$ cat config.mk
export PLATFORM = sky130hd
export DESIGN_NAME = time_display_scanner
export DESIGN_NICKNAME = d
export VERILOG_FILES = /design/src/rtl/time_disp_pkg.sv /design/src/rtl/seg7_encoder.sv /design/src/rtl/time_display_scanner.sv
export SDC_FILE = /design/constraint.sdc
export NUM_CORES = 1
export LEC_CHECK = 0
export ABC_CLOCK_PERIOD_IN_PS = 3800
export CORE_MARGIN = 1.5
export CORE_UTILIZATION = 45
export CTS_CLUSTER_DIAMETER = 200
export DETAILED_ROUTE_END_ITERATION = 7
export PLACE_DENSITY = 0.67
export RECOVER_POWER = 100
export SLEW_MARGIN = 5
export SYNTH_ARGS = -nofsm -noshare
export SYNTH_HDL_FRONTEND = slang
export SYNTH_SLANG_ARGS = --single-unit
$ cat constraint.sdc
create_clock -name clk -period 3.8 [get_ports clk]
set_input_delay 0.38 -clock clk [delete_from_list [all_inputs] [get_ports clk]]
set_output_delay 0.38 -clock clk [all_outputs]
set_load 0.02 [all_outputs]
$ cat src/rtl/time_disp_pkg.sv
// Shared constants, digit positions and the divider-free BCD split
// used by the time display scanner.
package time_disp_pkg;

  localparam int NUM_DIGITS = 6;

  // Active-low segment patterns, bit order {g,f,e,d,c,b,a}.
  localparam logic [6:0] SEG_0     = 7'b1000000;
  localparam logic [6:0] SEG_1     = 7'b1111001;
  localparam logic [6:0] SEG_2     = 7'b0100100;
  localparam logic [6:0] SEG_3     = 7'b0110000;
  localparam logic [6:0] SEG_4     = 7'b0011001;
  localparam logic [6:0] SEG_5     = 7'b0010010;
  localparam logic [6:0] SEG_6     = 7'b0000010;
  localparam logic [6:0] SEG_7     = 7'b1111000;
  localparam logic [6:0] SEG_8     = 7'b0000000;
  localparam logic [6:0] SEG_9     = 7'b0010000;
  localparam logic [6:0] SEG_DASH  = 7'b0111111;
  localparam logic [6:0] SEG_BLANK = 7'b1111111;

  // Encoder input codes beyond the decimal digits.
  localparam logic [3:0] CODE_DASH  = 4'd10;
  localparam logic [3:0] CODE_BLANK = 4'd15;

  // Scan position; value equals the o_digit_sel bit it drives.
  typedef enum logic [2:0] {
    DIG_SEC_ONES  = 3'd0,
    DIG_SEC_TENS  = 3'd1,
    DIG_MIN_ONES  = 3'd2,
    DIG_MIN_TENS  = 3'd3,
    DIG_HOUR_ONES = 3'd4,
    DIG_HOUR_TENS = 3'd5
  } digit_e;

  typedef struct packed {
    logic [3:0] tens;
    logic [3:0] ones;
  } bcd_pair_t;

  // Splits 0..59 into tens/ones with threshold compares only; values
  // above max_v turn both digits into dashes.
  function automatic bcd_pair_t split_bcd(input int unsigned v, input int unsigned max_v);
    bcd_pair_t r;
    if (v > max_v)      r = '{CODE_DASH, CODE_DASH};
    else if (v >= 50)   r = '{4'd5, 4'(v - 50)};
    else if (v >= 40)   r = '{4'd4, 4'(v - 40)};
    else if (v >= 30)   r = '{4'd3, 4'(v - 30)};
    else if (v >= 20)   r = '{4'd2, 4'(v - 20)};
    else if (v >= 10)   r = '{4'd1, 4'(v - 10)};
    else                r = '{4'd0, 4'(v)};
    return r;
  endfunction

endpackage

$ cat src/rtl/seg7_encoder.sv
// Combinational digit code to active-low 7-segment pattern.
// Codes 0..9 are decimal digits, 10 is a dash, anything else blanks.
module seg7_encoder
  import time_disp_pkg::*;
(
  input  logic [3:0] i_code,
  output logic [6:0] o_seg
);

  // Code lookup; unlisted codes fall through to blank.
  always_comb begin
    // NOTE: assigning a default before the case keeps every path driven, so no latch is inferred.
    o_seg = SEG_BLANK;
    case (i_code)
      4'd0:      o_seg = SEG_0;
      4'd1:      o_seg = SEG_1;
      4'd2:      o_seg = SEG_2;
      4'd3:      o_seg = SEG_3;
      4'd4:      o_seg = SEG_4;
      4'd5:      o_seg = SEG_5;
      4'd6:      o_seg = SEG_6;
      4'd7:      o_seg = SEG_7;
      4'd8:      o_seg = SEG_8;
      4'd9:      o_seg = SEG_9;
      CODE_DASH: o_seg = SEG_DASH;
      default:   o_seg = SEG_BLANK;
    endcase
  end

endmodule

$ cat src/rtl/time_display_scanner.sv
// Six-digit multiplexed HH:MM:SS display driver for a common-anode
// 7-segment module. Snapshots the time once per frame, splits each field
// into BCD digits and scans one digit per P_SCAN_DIV clocks.
// Optional build macro COLON_BLINK_EN: colon dots blink with seconds parity.
module time_display_scanner
  import time_disp_pkg::*;
#(
  parameter int P_SEC_BIT  = 6,
  parameter int P_MIN_BIT  = 6,
  parameter int P_HOUR_BIT = 5,
  parameter int P_SCAN_BIT = 17,
  parameter int P_SCAN_DIV = 100000
) (
  input  logic                  clk,
  input  logic                  reset,
  input  logic                  i_en,
  input  logic [P_SEC_BIT-1:0]  i_sec,
  input  logic [P_MIN_BIT-1:0]  i_minute,
  input  logic [P_HOUR_BIT-1:0] i_hour,
  output logic [6:0]            o_seg,
  output logic                  o_dp,
  output logic [5:0]            o_digit_sel
);

  logic [P_SCAN_BIT-1:0] r_scan_cnt;
  digit_e                r_idx;
  digit_e                w_idx_next;
  logic                  r_en_d;
  logic [P_SEC_BIT-1:0]  r_snap_sec;
  logic [P_MIN_BIT-1:0]  r_snap_min;
  logic [P_HOUR_BIT-1:0] r_snap_hour;
  logic [6:0]            r_seg;
  logic                  r_dp;
  logic [5:0]            r_digit_sel;

  logic                  w_slot_last;
  logic                  w_wrap;
  logic                  w_load_rise;
  logic                  w_load_frame;
  logic [P_SEC_BIT-1:0]  w_sec;
  logic [P_MIN_BIT-1:0]  w_min;
  logic [P_HOUR_BIT-1:0] w_hour;
  bcd_pair_t             w_sec_bcd;
  bcd_pair_t             w_min_bcd;
  bcd_pair_t             w_hour_bcd;
  logic [3:0]            w_code;
  logic                  w_dp_on;
  logic [6:0]            w_seg;
  logic [5:0]            w_sel_onehot;

  assign w_slot_last  = (r_scan_cnt == P_SCAN_BIT'(P_SCAN_DIV - 1));
  assign w_wrap       = i_en & w_slot_last;
  assign w_load_rise  = i_en & ~r_en_d;
  assign w_load_frame = w_wrap & (r_idx == DIG_HOUR_TENS);

  // On the enable-rise cycle the output stage must already see the fresh
  // inputs; on a frame wrap it is still finishing digit 5 of the old frame.
  assign w_sec  = w_load_rise ? i_sec    : r_snap_sec;
  assign w_min  = w_load_rise ? i_minute : r_snap_min;
  assign w_hour = w_load_rise ? i_hour   : r_snap_hour;

  assign w_sec_bcd  = split_bcd(32'(w_sec),  59);
  assign w_min_bcd  = split_bcd(32'(w_min),  59);
  assign w_hour_bcd = split_bcd(32'(w_hour), 23);

  assign w_sel_onehot = 6'(1) << r_idx;

  // Next scan position: advance on prescaler wrap, 5 returns to 0.
  always_comb begin
    w_idx_next = r_idx;
    if (w_wrap) begin
      if (r_idx == DIG_HOUR_TENS) w_idx_next = DIG_SEC_ONES;
      else                        w_idx_next = digit_e'(r_idx + 3'd1);
    end
  end

  // Select the digit code and colon request for the current position.
  always_comb begin
    w_code  = CODE_BLANK;
    w_dp_on = 1'b0;
    case (r_idx)
      DIG_SEC_ONES:  w_code = w_sec_bcd.ones;
      DIG_SEC_TENS:  w_code = w_sec_bcd.tens;
      DIG_MIN_ONES:  w_code = w_min_bcd.ones;
      DIG_MIN_TENS:  w_code = w_min_bcd.tens;
      DIG_HOUR_ONES: w_code = w_hour_bcd.ones;
      DIG_HOUR_TENS: w_code = w_hour_bcd.tens;
      default:       w_code = CODE_BLANK;
    endcase
    if (r_idx == DIG_MIN_ONES || r_idx == DIG_HOUR_ONES) begin
`ifdef COLON_BLINK_EN
      w_dp_on = (32'(w_sec) <= 59) && !w_sec[0];
`else
      w_dp_on = 1'b1;
`endif
    end
  end

  seg7_encoder u_seg7_encoder (
    .i_code (w_code),
    .o_seg  (w_seg)
  );

  // Prescaler, scan index and enable-edge tracker.
  always_ff @(posedge clk) begin
    // NOTE: sequential state uses non-blocking assignments so every register samples pre-edge values.
    if (!reset) begin
      r_scan_cnt <= '0;
      r_idx      <= DIG_SEC_ONES;
      r_en_d     <= 1'b0;
    end else begin
      r_en_d <= i_en;
      r_idx  <= w_idx_next;
      if (i_en) r_scan_cnt <= w_slot_last ? '0 : r_scan_cnt + P_SCAN_BIT'(1);
    end
  end

  // Frame snapshot: all three fields load together for a tear-free frame.
  always_ff @(posedge clk) begin
    if (!reset) begin
      r_snap_sec  <= '0;
      r_snap_min  <= '0;
      r_snap_hour <= '0;
    end else if (w_load_rise || w_load_frame) begin
      r_snap_sec  <= i_sec;
      r_snap_min  <= i_minute;
      r_snap_hour <= i_hour;
    end
  end

  // Registered pin drivers; digit enables drop on each slot's last cycle.
  always_ff @(posedge clk) begin
    if (!reset || !i_en) begin
      r_seg       <= SEG_BLANK;
      r_dp        <= 1'b1;
      r_digit_sel <= 6'h3F;
    end else begin
      r_seg       <= w_seg;
      r_dp        <= ~w_dp_on;
      r_digit_sel <= w_slot_last ? 6'h3F : ~w_sel_onehot;
    end
  end

  assign o_seg       = r_seg;
  assign o_dp        = r_dp;
  assign o_digit_sel = r_digit_sel;

endmodule
==> metrics.txt <==
utilization after layout 0.5644; vias in the first global route 3754; Pint 0.9644 mW; sw frac 0.3538; Core Region 8763 um^2; Clock Power Share 0.242; sequential share of power 0.396; number of synthesized flops with an enable pin 0; worst path required time 4000 ps; Critical Path Fanout Max 8; most common cell in the netlist dfxtp_1; synthesized netlist cell count 492; Crit path depth 14; CP Launch Type input pin; diodes inserted 0; worst-case reg-to-reg path depth 13; Period minus WS final 3545 ps; commonest register cell after synthesis dfxtp_1; Commonest cells post-synth dfxtp_1 (52), nand2_1 (49), nor2_1 (42); drt pass-1 iters 5; Worst Path Arrival 3750 ps; CP Cell Sequence clkdlybuf4s50_1 -> and2b_4 -> buf_4 -> mux2_2 -> inv_1 -> ha_1 -> o311a_1 -> nor3_1 -> buf_4 -> a2111o_1 -> a21oi_1 -> or3_1 -> mux2i_1 -> a21oi_1; final hold vios 0; Clock Pin Slew Worst Setup and Hold Paths 110 ps; worst setup margin 254.5 ps; RSZ-0062 raised after global routing no; crit share post-route 0.9330; Synthesized Nets 536; Max Root-Sink Buffers 2; share of layout cells above drive strength 1 0.1449; HPWL Detailed 8160 um; WS Path Type input pin to flip-flop; DR vias 3914; cell accounting for the most synthesized area dfxtp_1; Worst path max stage delay 490 ps; WL final 10650 um; Final Max Slew Viols 0; Layout area overhead 20.96%; DR iter-0 viols 230; CP max stage cell clkdlybuf4s50_1; drc violations 0; CP delay by family, top buffers and inverters; Filler Cell Count 825; synthesized area 4089 um^2; post-synthesis sequential area ratio 0.2546; Initial Utilization 0.4666; Gate power share 0.362; Slew @ Worst Pin 1024 ps; Psw 0.5279 mW; pin count of the biggest net entering global routing 24; remaining antenna violation count 0; achievable clock frequency 282.0 MHz; Crit path buffers/inverters 4; PD cells 301.7 nW/um^2; worst hold path class flip-flop to flip-flop; TNS Setup 0 ps; TritonCTS clock tree yes; Leak 1.972 nW; die area 9668 um^2; Synth cell types 73; Relative slew margins 0.3090; status finished clean; top cells by area, synth dfxtp_1 (25%), mux2i_1 (9.8%), ha_1 (7.3%); CTS Sinks 52; clock latency on the worst-skew pair 330 ps; Routed wire per std cell 15.79 um; multi-input logic area 2883 um^2; PortBufs 33; first-pass GRT wire length 17930 um; Syn. warnings 0; Die Wd 98.33 um; I/O Pins 34; Synth top area share 0.2546; Worst Hold Depth 2; nets@finish 609; Clock Skew 14.98 ps; H-tree depth 2; Mean Syn Cell Area 8.311 um^2; DP Worst Slack -130.7 ps; Setup crit end kind flip-flop; site row count 34; die height 98.33 um; total of max-cap violations 0; Num CTS Buffers 5; Final setup violation count 0; grt ovf 0; hold_buf cts 0; worst reg2reg setup slack 360 ps; CTS root buffer clkbuf_8; ys async rst share 0; Seq cells post-synth 52; antenna violations before repair 0; routability cong. 0.9230; register area 1041 um^2; Via-to-Cell Ratio 5.807; gr usage total 0.2252; worst vdd ir 0.1612 mV
-- tightest hold or removal path: cells and delay by family, from the launching register on --
family        cells  cell delay, ps
flops             1             360
simple gates      1              80
xor+xnor          1              70
-- layout make-up --
cell class              instances  area share
flip-flops and latches         52      0.2105
repair buffers                 84      0.1429
inverters                      22     0.01670
clock buffers                   5     0.01391
multi-input cells             400      0.5828
well taps                     108     0.02732
clock inverters                 3    0.005818
-- stage by stage --
stage	power (mW)	instance area (um^2)	hold slack, ps	std cells
2_1_floorplan	0.9419	4089	445.2	492
5_1_grt	1.577	4946	594.0	674
3_5_place_dp	1.138	4835	514.4	665
6_report	1.492	4946	544.0	674
4_1_cts	1.501	4932	544.6	673
3_3_place_gp	1.130	4835	487.5	665
-- routing by layer --
metal / global-route usage / routed length [um]
met1: 0.2874 / 4815
met2: 0.3888 / 5183
met3: 0.03221 / 405
met4: 0.07476 / 241
met5: 0 / 0
-- path summary, 6_finish.rpt --
kind / startpoint / end
worst max-delay path: i_en / o_seg[5]$_SDFF_PP1_
worst min-delay path: r_scan_cnt[4]$_SDFFE_PN0P_ / r_scan_cnt[4]$_SDFFE_PN0P_
worst max register to register: r_en_d$_SDFF_PN0_ / o_seg[5]$_SDFF_PP1_
worst min register to register: r_scan_cnt[4]$_SDFFE_PN0P_ / r_scan_cnt[4]$_SDFFE_PN0P_
-- layout by cell type, fill, tap and decap left out, types with 3 or more instances in the layout --
master	netlist	layout
clkdlybuf4s50_1	0	18
dlygate4sd3_1	0	15
nor3b_1	6	6
mux2i_1	40	40
o31ai_1	4	4
a21boi_0	3	3
o311ai_0	3	3
nand3b_1	3	3
nor2b_1	24	24
o21ai_1	4	5
nor2_1	42	42
a311oi_1	6	6
nand2b_1	6	6
inv_1	20	20
a211oi_1	4	4
a21oi_1	21	21
mux2_2	7	7
and2_1	5	4
buf_4	2	49
dfxtp_1	52	52
a31oi_1	5	3
nand3_1	10	10
or4bb_1	3	3
o21ai_0	10	9
xnor2_1	13	13
nor3_1	11	11
a221oi_1	3	3
nand4_1	10	10
and3_1	8	8
clkbuf_8	0	5
a21o_1	4	4
nand2_1	49	49
o211ai_1	4	4
o311a_1	3	3
or3_1	7	7
xor2_1	10	10
ha_1	24	24
-- timing repair --
item,CTS,global route
resized for setup,0,3
buffers inserted,0,1
setup endpoints to repair,0,6
-- state kept, by name, indices dropped and copies added (netlist names) --
signal	flops
o_seg	7
r_snap_sec	6
r_snap_hour	5
r_snap_min	6
r_idx	3
o_digit_sel	6
r_en_d	1
r_scan_cnt	17
o_dp	1
-- cell families after synthesis --
kind of cell | after synthesis | synth area share
buffers and inverters | 40 | 0.04345
and+or+nand+nor | 203 | 0.2702
DFF | 52 | 0.2546
muxes | 50 | 0.1279
xor gates and xnor gates | 23 | 0.04926
adders and majority gates | 24 | 0.07344
AOI/OAI and AO/OA | 100 | 0.1812
-- power by group through the flow --
stage	Clock, mW	Combinational (mW)	Sequential, mW
floorplan	0	0.328	0.614
global placement	0	0.527	0.603
detailed placement	0	0.535	0.604
CTS	0.372	0.539	0.591
global route	0.391	0.591	0.595
finish	0.362	0.540	0.591
(Power assumes the default switching activity.)
